[src/rtl/fetch_queue_if.sv]
// rtl/fetch_queue_if.sv - fetch/decode handshake bundle for fetch_queue
interface fetch_queue_if #(
   parameter int DEPTH = 8,
   parameter int WIDTH = 2
);
   logic                      flush;
   logic [WIDTH-1:0]          in_valid;
   logic [WIDTH*32-1:0]       in_pc;
   logic [WIDTH*32-1:0]       in_instr;
   logic                      in_ready;
   logic [WIDTH-1:0]          out_valid;
   logic [WIDTH*32-1:0]       out_pc;
   logic [WIDTH*32-1:0]       out_instr;
   logic                      out_ready;
   logic [$clog2(DEPTH):0]    count;

   modport master (
      output flush, in_valid, in_pc, in_instr, out_ready,
      input  in_ready, out_valid, out_pc, out_instr, count
   );

   modport slave (
      input  flush, in_valid, in_pc, in_instr, out_ready,
      output in_ready, out_valid, out_pc, out_instr, count
   );
endinterface

[src/rtl/fetch_queue.sv]
// rtl/fetch_queue.sv - circular fetch-to-decode instruction queue
// Optional empty-queue bypass (0-cycle latency) enabled by FETCHQ_BYPASS_EN.
module fetch_queue #(
   parameter int DEPTH = 8,
   parameter int WIDTH = 2
) (
   input logic           clk,
   input logic           resetn,
   fetch_queue_if.slave  q
);
   localparam int AW = $clog2(DEPTH);
   localparam int CW = AW + 1;

   logic [AW-1:0]    head, tail;
   logic [CW-1:0]    cnt;
   logic [31:0]      ram_pc    [DEPTH];
   logic [31:0]      ram_instr [DEPTH];

   logic             ready;
   logic             legal;
   logic             push;
   logic             bypass_taken;
   logic [WIDTH-1:0] v_inc;
   logic [CW-1:0]    n_in;
   logic [CW-1:0]    n_wr;
   logic [CW-1:0]    n_pop;
`ifdef FETCHQ_BYPASS_EN
   logic             bypass;
`endif

   assign ready      = (CW'(DEPTH) - cnt) >= CW'(WIDTH);
   assign q.in_ready = ready;
   assign q.count    = cnt;

   // A legal valid mask is a run of ones from lane 0, i.e. v & (v+1) == 0.
   always_comb begin
      v_inc = q.in_valid + WIDTH'(1);
      legal = (q.in_valid & v_inc) == '0;
      n_in  = '0;
      for (int i = 0; i < WIDTH; i++)
         n_in = n_in + CW'(q.in_valid[i]);
      push  = ready && q.in_valid[0] && legal;
`ifdef FETCHQ_BYPASS_EN
      bypass       = (cnt == '0) && !q.flush;
      bypass_taken = bypass && q.out_ready && push;
`else
      bypass_taken = 1'b0;
`endif
      n_wr  = (push && !bypass_taken) ? n_in : '0;
      n_pop = q.out_ready ? ((cnt > CW'(WIDTH)) ? CW'(WIDTH) : cnt) : '0;
   end

   always_comb begin
      q.out_valid = '0;
      q.out_pc    = '0;
      q.out_instr = '0;
      for (int i = 0; i < WIDTH; i++) begin
         q.out_valid[i]        = cnt > CW'(i);
         q.out_pc[32*i +: 32]    = ram_pc[head + AW'(i)];
         q.out_instr[32*i +: 32] = ram_instr[head + AW'(i)];
      end
`ifdef FETCHQ_BYPASS_EN
      if (bypass) begin
         q.out_valid = q.in_valid & {WIDTH{ready}};
         q.out_pc    = q.in_pc;
         q.out_instr = q.in_instr;
      end
`endif
   end

   always_ff @(posedge clk or negedge resetn) begin
      if (!resetn) begin
         head <= '0;
         tail <= '0;
         cnt  <= '0;
      end else if (q.flush) begin
         head <= '0;
         tail <= '0;
         cnt  <= '0;
      end else begin
         tail <= tail + AW'(n_wr);
         head <= head + AW'(n_pop);
         cnt  <= cnt + n_wr - n_pop;
      end
   end

   // Entry storage needs no reset; lanes wrap naturally through the AW-bit index.
   always_ff @(posedge clk) begin
      if (push && !bypass_taken && !q.flush) begin
         for (int i = 0; i < WIDTH; i++) begin
            if (q.in_valid[i]) begin
               ram_pc[tail + AW'(i)]    <= q.in_pc[32*i +: 32];
               ram_instr[tail + AW'(i)] <= q.in_instr[32*i +: 32];
            end
         end
      end
   end

   assert property (@(posedge clk) disable iff (!resetn) cnt <= CW'(DEPTH));
endmodule
[src/flat_wrapper.sv]
// flat-port wrapper written by rule: the top's interface ports become plain ports
module fetch_queue_flat 
#(
   parameter int DEPTH = 8,
   parameter int WIDTH = 2
)
  (clk, resetn, q_flush, q_in_valid, q_in_pc, q_in_instr, q_out_ready, q_in_ready, q_out_valid, q_out_pc, q_out_instr, q_count);
  fetch_queue_if #(.DEPTH(DEPTH), .WIDTH(WIDTH)) q_i ();
  input logic clk;
  input logic resetn;
  input wire logic [$bits(q_i.flush)-1:0] q_flush;
  input wire logic [$bits(q_i.in_valid)-1:0] q_in_valid;
  input wire logic [$bits(q_i.in_pc)-1:0] q_in_pc;
  input wire logic [$bits(q_i.in_instr)-1:0] q_in_instr;
  input wire logic [$bits(q_i.out_ready)-1:0] q_out_ready;
  output wire logic [$bits(q_i.in_ready)-1:0] q_in_ready;
  output wire logic [$bits(q_i.out_valid)-1:0] q_out_valid;
  output wire logic [$bits(q_i.out_pc)-1:0] q_out_pc;
  output wire logic [$bits(q_i.out_instr)-1:0] q_out_instr;
  output wire logic [$bits(q_i.count)-1:0] q_count;
  assign q_i.flush = q_flush;
  assign q_i.in_valid = q_in_valid;
  assign q_i.in_pc = q_in_pc;
  assign q_i.in_instr = q_in_instr;
  assign q_i.out_ready = q_out_ready;
  assign q_in_ready = q_i.in_ready;
  assign q_out_valid = q_i.out_valid;
  assign q_out_pc = q_i.out_pc;
  assign q_out_instr = q_i.out_instr;
  assign q_count = q_i.count;
  fetch_queue #(.DEPTH(DEPTH), .WIDTH(WIDTH)) u_core (.clk(clk), .resetn(resetn), .q(q_i));
endmodule
[config.mk]
export PLATFORM = sky130hd
export DESIGN_NAME = fetch_queue_flat
export DESIGN_NICKNAME = d
export VERILOG_FILES = /design/src/rtl/fetch_queue_if.sv /design/src/rtl/fetch_queue.sv /design/src/flat_wrapper.sv
export SDC_FILE = /design/constraint.sdc
export NUM_CORES = 1
export LEC_CHECK = 0
export BUFFER_PORTS_ARGS = -buffer_cell sky130_fd_sc_hd__buf_4
export CORE_UTILIZATION = 25
export CTS_CLUSTER_SIZE = 30
export DETAILED_ROUTE_END_ITERATION = 8
export PLACE_DENSITY = 0.44
export RECOVER_POWER = 50
export SLEW_MARGIN = 20
export SYNTH_ARGS = -nofsm -noshare
export SYNTH_HDL_FRONTEND = slang
export SYNTH_SLANG_ARGS = --single-unit
[constraint.sdc]
create_clock -name clk -period 9.5 [get_ports clk]
set_input_delay 0.475 -clock clk [delete_from_list [all_inputs] [get_ports clk]]
set_output_delay 0.475 -clock clk [all_outputs]
set_load 0.05 [all_outputs]
Word level (Yosys, flattened, before mapping)
Memory sizes are Yosys's and may differ from the RTL's.
Cells that the tools add are included.
Widths: inputs -> output; s select.
- add/subtract/negate cells: 9
- $lt $le $gt $ge: 4
- multiplexer cells: 12
- bitwise operators: 1
- reductions and logical operators: 5
- operators by type and width (cell ; count):
    $mux 4 ; 4
    $gt 4x1->1 const B ; 2
    $add 3x1->3 const B ; 2
    $add 3x3->3 ; 2
    $mux 1 ; 6
    $mux 3 ; 2
    $add 4x4->4 ; 1
    $ge 4x2->1 const B ; 1
    $gt 4x2->1 const B ; 1
    $sub 4x4->4 ; 1
    $sub 4x4->4 const A ; 1
    $logic_and 1x1->1 ; 3
    $add 1x1->2 ; 1
    $add 2x1->2 const B ; 1
    $and 2x2->2 ; 1
    $logic_not 2->1 ; 1
    $logic_not 1->1 ; 1
- bits in registers: 10
- memory bits (writable): 512
- logic and storage cells: 36
- memories kept: 2
- memory list (memory ; depth ; width ; rd ports ; clocked after Yosys merged registers in ; wr ports ; line ; RTL):
    u_core.ram_instr ; 8 ; 32 ; 2 ; 0 ; 2 ; fetch_queue.sv:17 ; logic [31:0] ram_instr [DEPTH];
    u_core.ram_pc ; 8 ; 32 ; 2 ; 0 ; 2 ; fetch_queue.sv:16 ; logic [31:0] ram_pc [DEPTH];

Logic depth before layout (Yosys ltp)
- word-level depth: 8
- depth in mapped cells: 15

Worst setup path after synthesis
No wires, ideal clock.
- kind: reg2reg
- start: register u_core.cnt[1], in the netlist u_core.q.count[1]
- end: memory u_core.ram_instr[5][0] (enable)
- data arrival time: 6.777 ns
- data required time: 8.898 ns
- setup slack: 2.122 ns
- stages on the path, launching flop included: 8
- path buffers: 1
- clock period less this slack: 7.378 ns
- path through: dfrtp_1 -> inv_1 -> ha_1 -> xnor2_1 -> nor3_4 -> and2_1 -> buf_2 -> a311oi_1
- RTL lines (what ; line ; RTL):
    start, declared ; fetch_queue.sv:15 ; logic [CW-1:0] cnt;
    start signal, assigned ; fetch_queue.sv:83 ; cnt <= cnt + n_wr - n_pop;
    end, declared ; fetch_queue.sv:17 ;

==> impl_results.md <==
- Die footprint: 124000 µm²
- CTS root buf: clkbuf_16
- Max-slew headroom: -123%
- DR vias: 17409
- CTS Sinks: 522
- Min-Delay Startpoint: q_flush
- Mapped Cells: 1650
- Worst-path clk slew: 0.05 ns
- R2r worst-path depth: 8
- Top cell type's share of synthesized area: 50.4%
- Synth Area in Simple Gates: 0.840%
- IO Count: 269
- Fin nets: 2066
- Synth cell count leaders: mux2_2 (566), edfxtp_1 (512), mux4_2 (256)
- F_max: 157 MHz
- Tightest Pin Transition: 3.34 ns
- Ys flop type: edfxtp_1
- Largest family of logic cells by synthesized area: multiplexers
- Synth Area per Inst: 18.5 µm²
- Internal reg-to-reg setup slack: 3.13 ns
- CP Launch Type: flip-flop
- Worst slack, placed: 4.50 ns
- Buf/Inv on CP: 3
- Initial drt markers: 1199
- Post-synth top area cell: edfxtp_1
- Final hold vios: 0
- Final WS setup: 3.13 ns
- EDFF count, synth: 512
- Main area contributors after synthesis: edfxtp_1 (50%), mux2_2 (21%), mux4_2 (19%)
- Leakage: 11.2 nW
- Worst EP arrival: 6.63 ns
- HP Class: input pin to flip-flop
- Status: complete, but fails checks
- Min cycle time layout: 6.37 ns
- Slowest CP cell: nor3_1
- Max Root-Sink Buffers: 3
- PD cells: 252 nW/µm²
- Crit path max fanout: 33
- H-Tree Depth: 3
- Antenna-violating nets left: 0
- CTS tree: yes
- Worst reg2reg path startpoint: u_core.q.count[1]$_DFF_PN0_
- Core area: 120000 µm²
- Peak supply drop: 0.000204 V
- Post-synthesis mux area share: 43.0%
- Initial Util: 25.4%
- Crit path largest cell delay: 1.76 ns
- Post-Synth XOR/XNOR Area: 0.397%
- Min-Delay Path Depth: 2
- I/O Buffers: 268
- Library cells used by synthesis: 43
- Layout cells sized above 1: 62.3%
- Synthesis-to-layout area growth: 18.0%
- Antenna violations before repair: 10
- Ys Warns: 0
- Worst-path cell chain: inv_1 -> ha_1 -> xnor2_1 -> nor3_1 -> and2_0 -> a21oi_4 -> clkbuf_1 -> buf_4
- Sequential share of the synthesized area: 51.2%
- DRC viols: 0
- Worst EP required: 9.76 ns
- Final worst path period share: 67.0%
- Clk Latency, worst-skew pair: 0.64 ns
- Grt total ovfl: 0
- Largest net degree at the start of global routing: 132
- DIE HEIGHT: 351 µm
- RSZ-0062 raised after global routing: no
- WL/cell: 27.2 µm
- CP endpoint kind: flip-flop
- Count of pins over their slew limit: 744
- Vias per cell: 4.87
- Fillers: 12049
- Worst setup path class: flip-flop to flip-flop
- Routability Congestion: 0.719
- Setup Skew: 0.0258 ns
- First-pass GRT wire length: 137 mm
- Failing checks: capacitance limit, slew limit
- DRT Wirelength: 97.4 mm
- Maxcap violations: 24
- Ys async rst share: 1.92%
- Cts bufs inserted: 71
- 1st-pass router iterations: 5
- Syn Nets: 1804
- Setup TNS Final: 0 ns
- Synthesized flop and latch total: 522
- PostCTS Resize Cnt: 0
- DP HPWL: 55.8 mm
- Top delay family on crit path: simple AND/OR/NAND/NOR gates
- Top-count cell post-synth: mux2_2
- Synth Area in Adders: 0.918%
- RR Endpoint: u_core.ram_pc[0][4]$_DFFE_PP_
- GRT Overall Usage: 15.6%
- Die Wd: 351 µm
- Final setup violation count: 0
- Synthesized cell area: 30500 µm²
- Compound-Gate Fraction of Synth Area: 0.828%
- Hold EP: u_core.head[2]$_DFF_PN0_
- Cell row count: 127
- Vias in the first global route: 18936
## per-layer routing
metal | share of wire [%] | vias up | GRT usage, % | wire (µm)
met1 | 42 | 9354 | 19.4 | 40700
met3 | 5.3 | 137 | 3.27 | 5190
met2 | 51 | 444 | 27.1 | 49400
met4 | 2.0 | 18 | 4.31 | 1920
met5 | 0.13 | - | 0 | 124
li1 | - | 7456 | - | -
## cell usage in the layout (no fill, tap or decap), types with 10 or more instances in the layout
master / n
clkbuf_16: 73
clkbuf_1: 49
mux4_2: 256
edfxtp_1: 512
mux2_4: 11
mux2_2: 561
buf_4: 281
inv_1: 10
clkinv_1: 16
ha_1: 15
mux2_1: 68
## sequential cells by signal, summed over array words and instances, names as in the netlist
register and flops:
u_core.ram_instr 256, u_core.ram_pc 256, u_core.head 3, u_core.q.count 4, u_core.tail 3
## worst max path at each step
stage | cells past startpoint | slack (ns) | startpoint | to
after floorplan | 7 | 2.12 | u_core.q.count[1]$_DFF_PN0_ | u_core.ram_instr[5][0]$_DFFE_PP_
after global routing | 5 | 2.46 | u_core.head[1]$_DFF_PN0_ | q_out_pc[26]
after CTS | 5 | 4.67 | u_core.head[0]$_DFF_PN0_ | q_out_pc[61]
after global placement | 9 | 4.63 | q_in_valid[0] | u_core.ram_pc[3][12]$_DFFE_PP_
final | 8 | 3.13 | u_core.q.count[1]$_DFF_PN0_ | u_core.ram_pc[0][4]$_DFFE_PP_
after detailed placement | 9 | 4.50 | q_in_valid[0] | u_core.ram_pc[3][11]$_DFFE_PP_
## area by class of cell
class,count,area [µm²],area share (%)
Clock inverter,30,164,0.455
Multi-Input combinational cell,994,14000,38.9
Sequential cell,522,15600,43.4
Inverter,10,37.5,0.104
Tap cell,1612,2020,5.60
Antenna cell,2,5.00,0.0139
Timing Repair Buffer,313,2250,6.25
Clock buffer,92,1900,5.27
## timing repair
| item | CTS | global route |
|---|---|---|
| endpoints found under the hold margin | 10 | 0 |
| setup buffers | 0 | 0 |
| hold buffers | 1 | 0 |
## kinds of logic (layout without fill, tap and decap cells)
logic type | Yosys count | count (layout)
AO/OA/AOI/OAI | 24 | 24
XOR/XNOR | 10 | 10
adder cells (fa/ha/maj) | 20 | 20
buffers and inverters | 134 | 445
flip-flops | 522 | 522
multiplexers | 896 | 896
other | 1 | 3
AND/OR/NAND/NOR | 43 | 43
## where the power goes
part	leakage, nW	switching [W]	internal, W
Combinational	5.45	0.00232	0.00147
Sequential	4.75	0.000137	0.00272
Clock	1.01	0.00104	0.00140
## stage by stage
stage | power, W | utilization (%) | std cells | hold slack, ns | cell area [µm²]
after floorplan | 0.00558 | - | 1650 | 0.179 | 30500
after global placement | 0.00677 | 28.4 | 3449 | 0.318 | 34200
after detailed placement | 0.00679 | 28.4 | 3450 | 0.320 | 34200
after CTS | 0.00929 | 30.1 | 3573 | 0.0835 | 36300
after global routing | 0.00948 | 29.9 | 3574 | 0.123 | 36000
final | 0.00909 | 29.9 | 3575 | 0.131 | 36000
No activity file was read; power rests on OpenSTA's default activity.
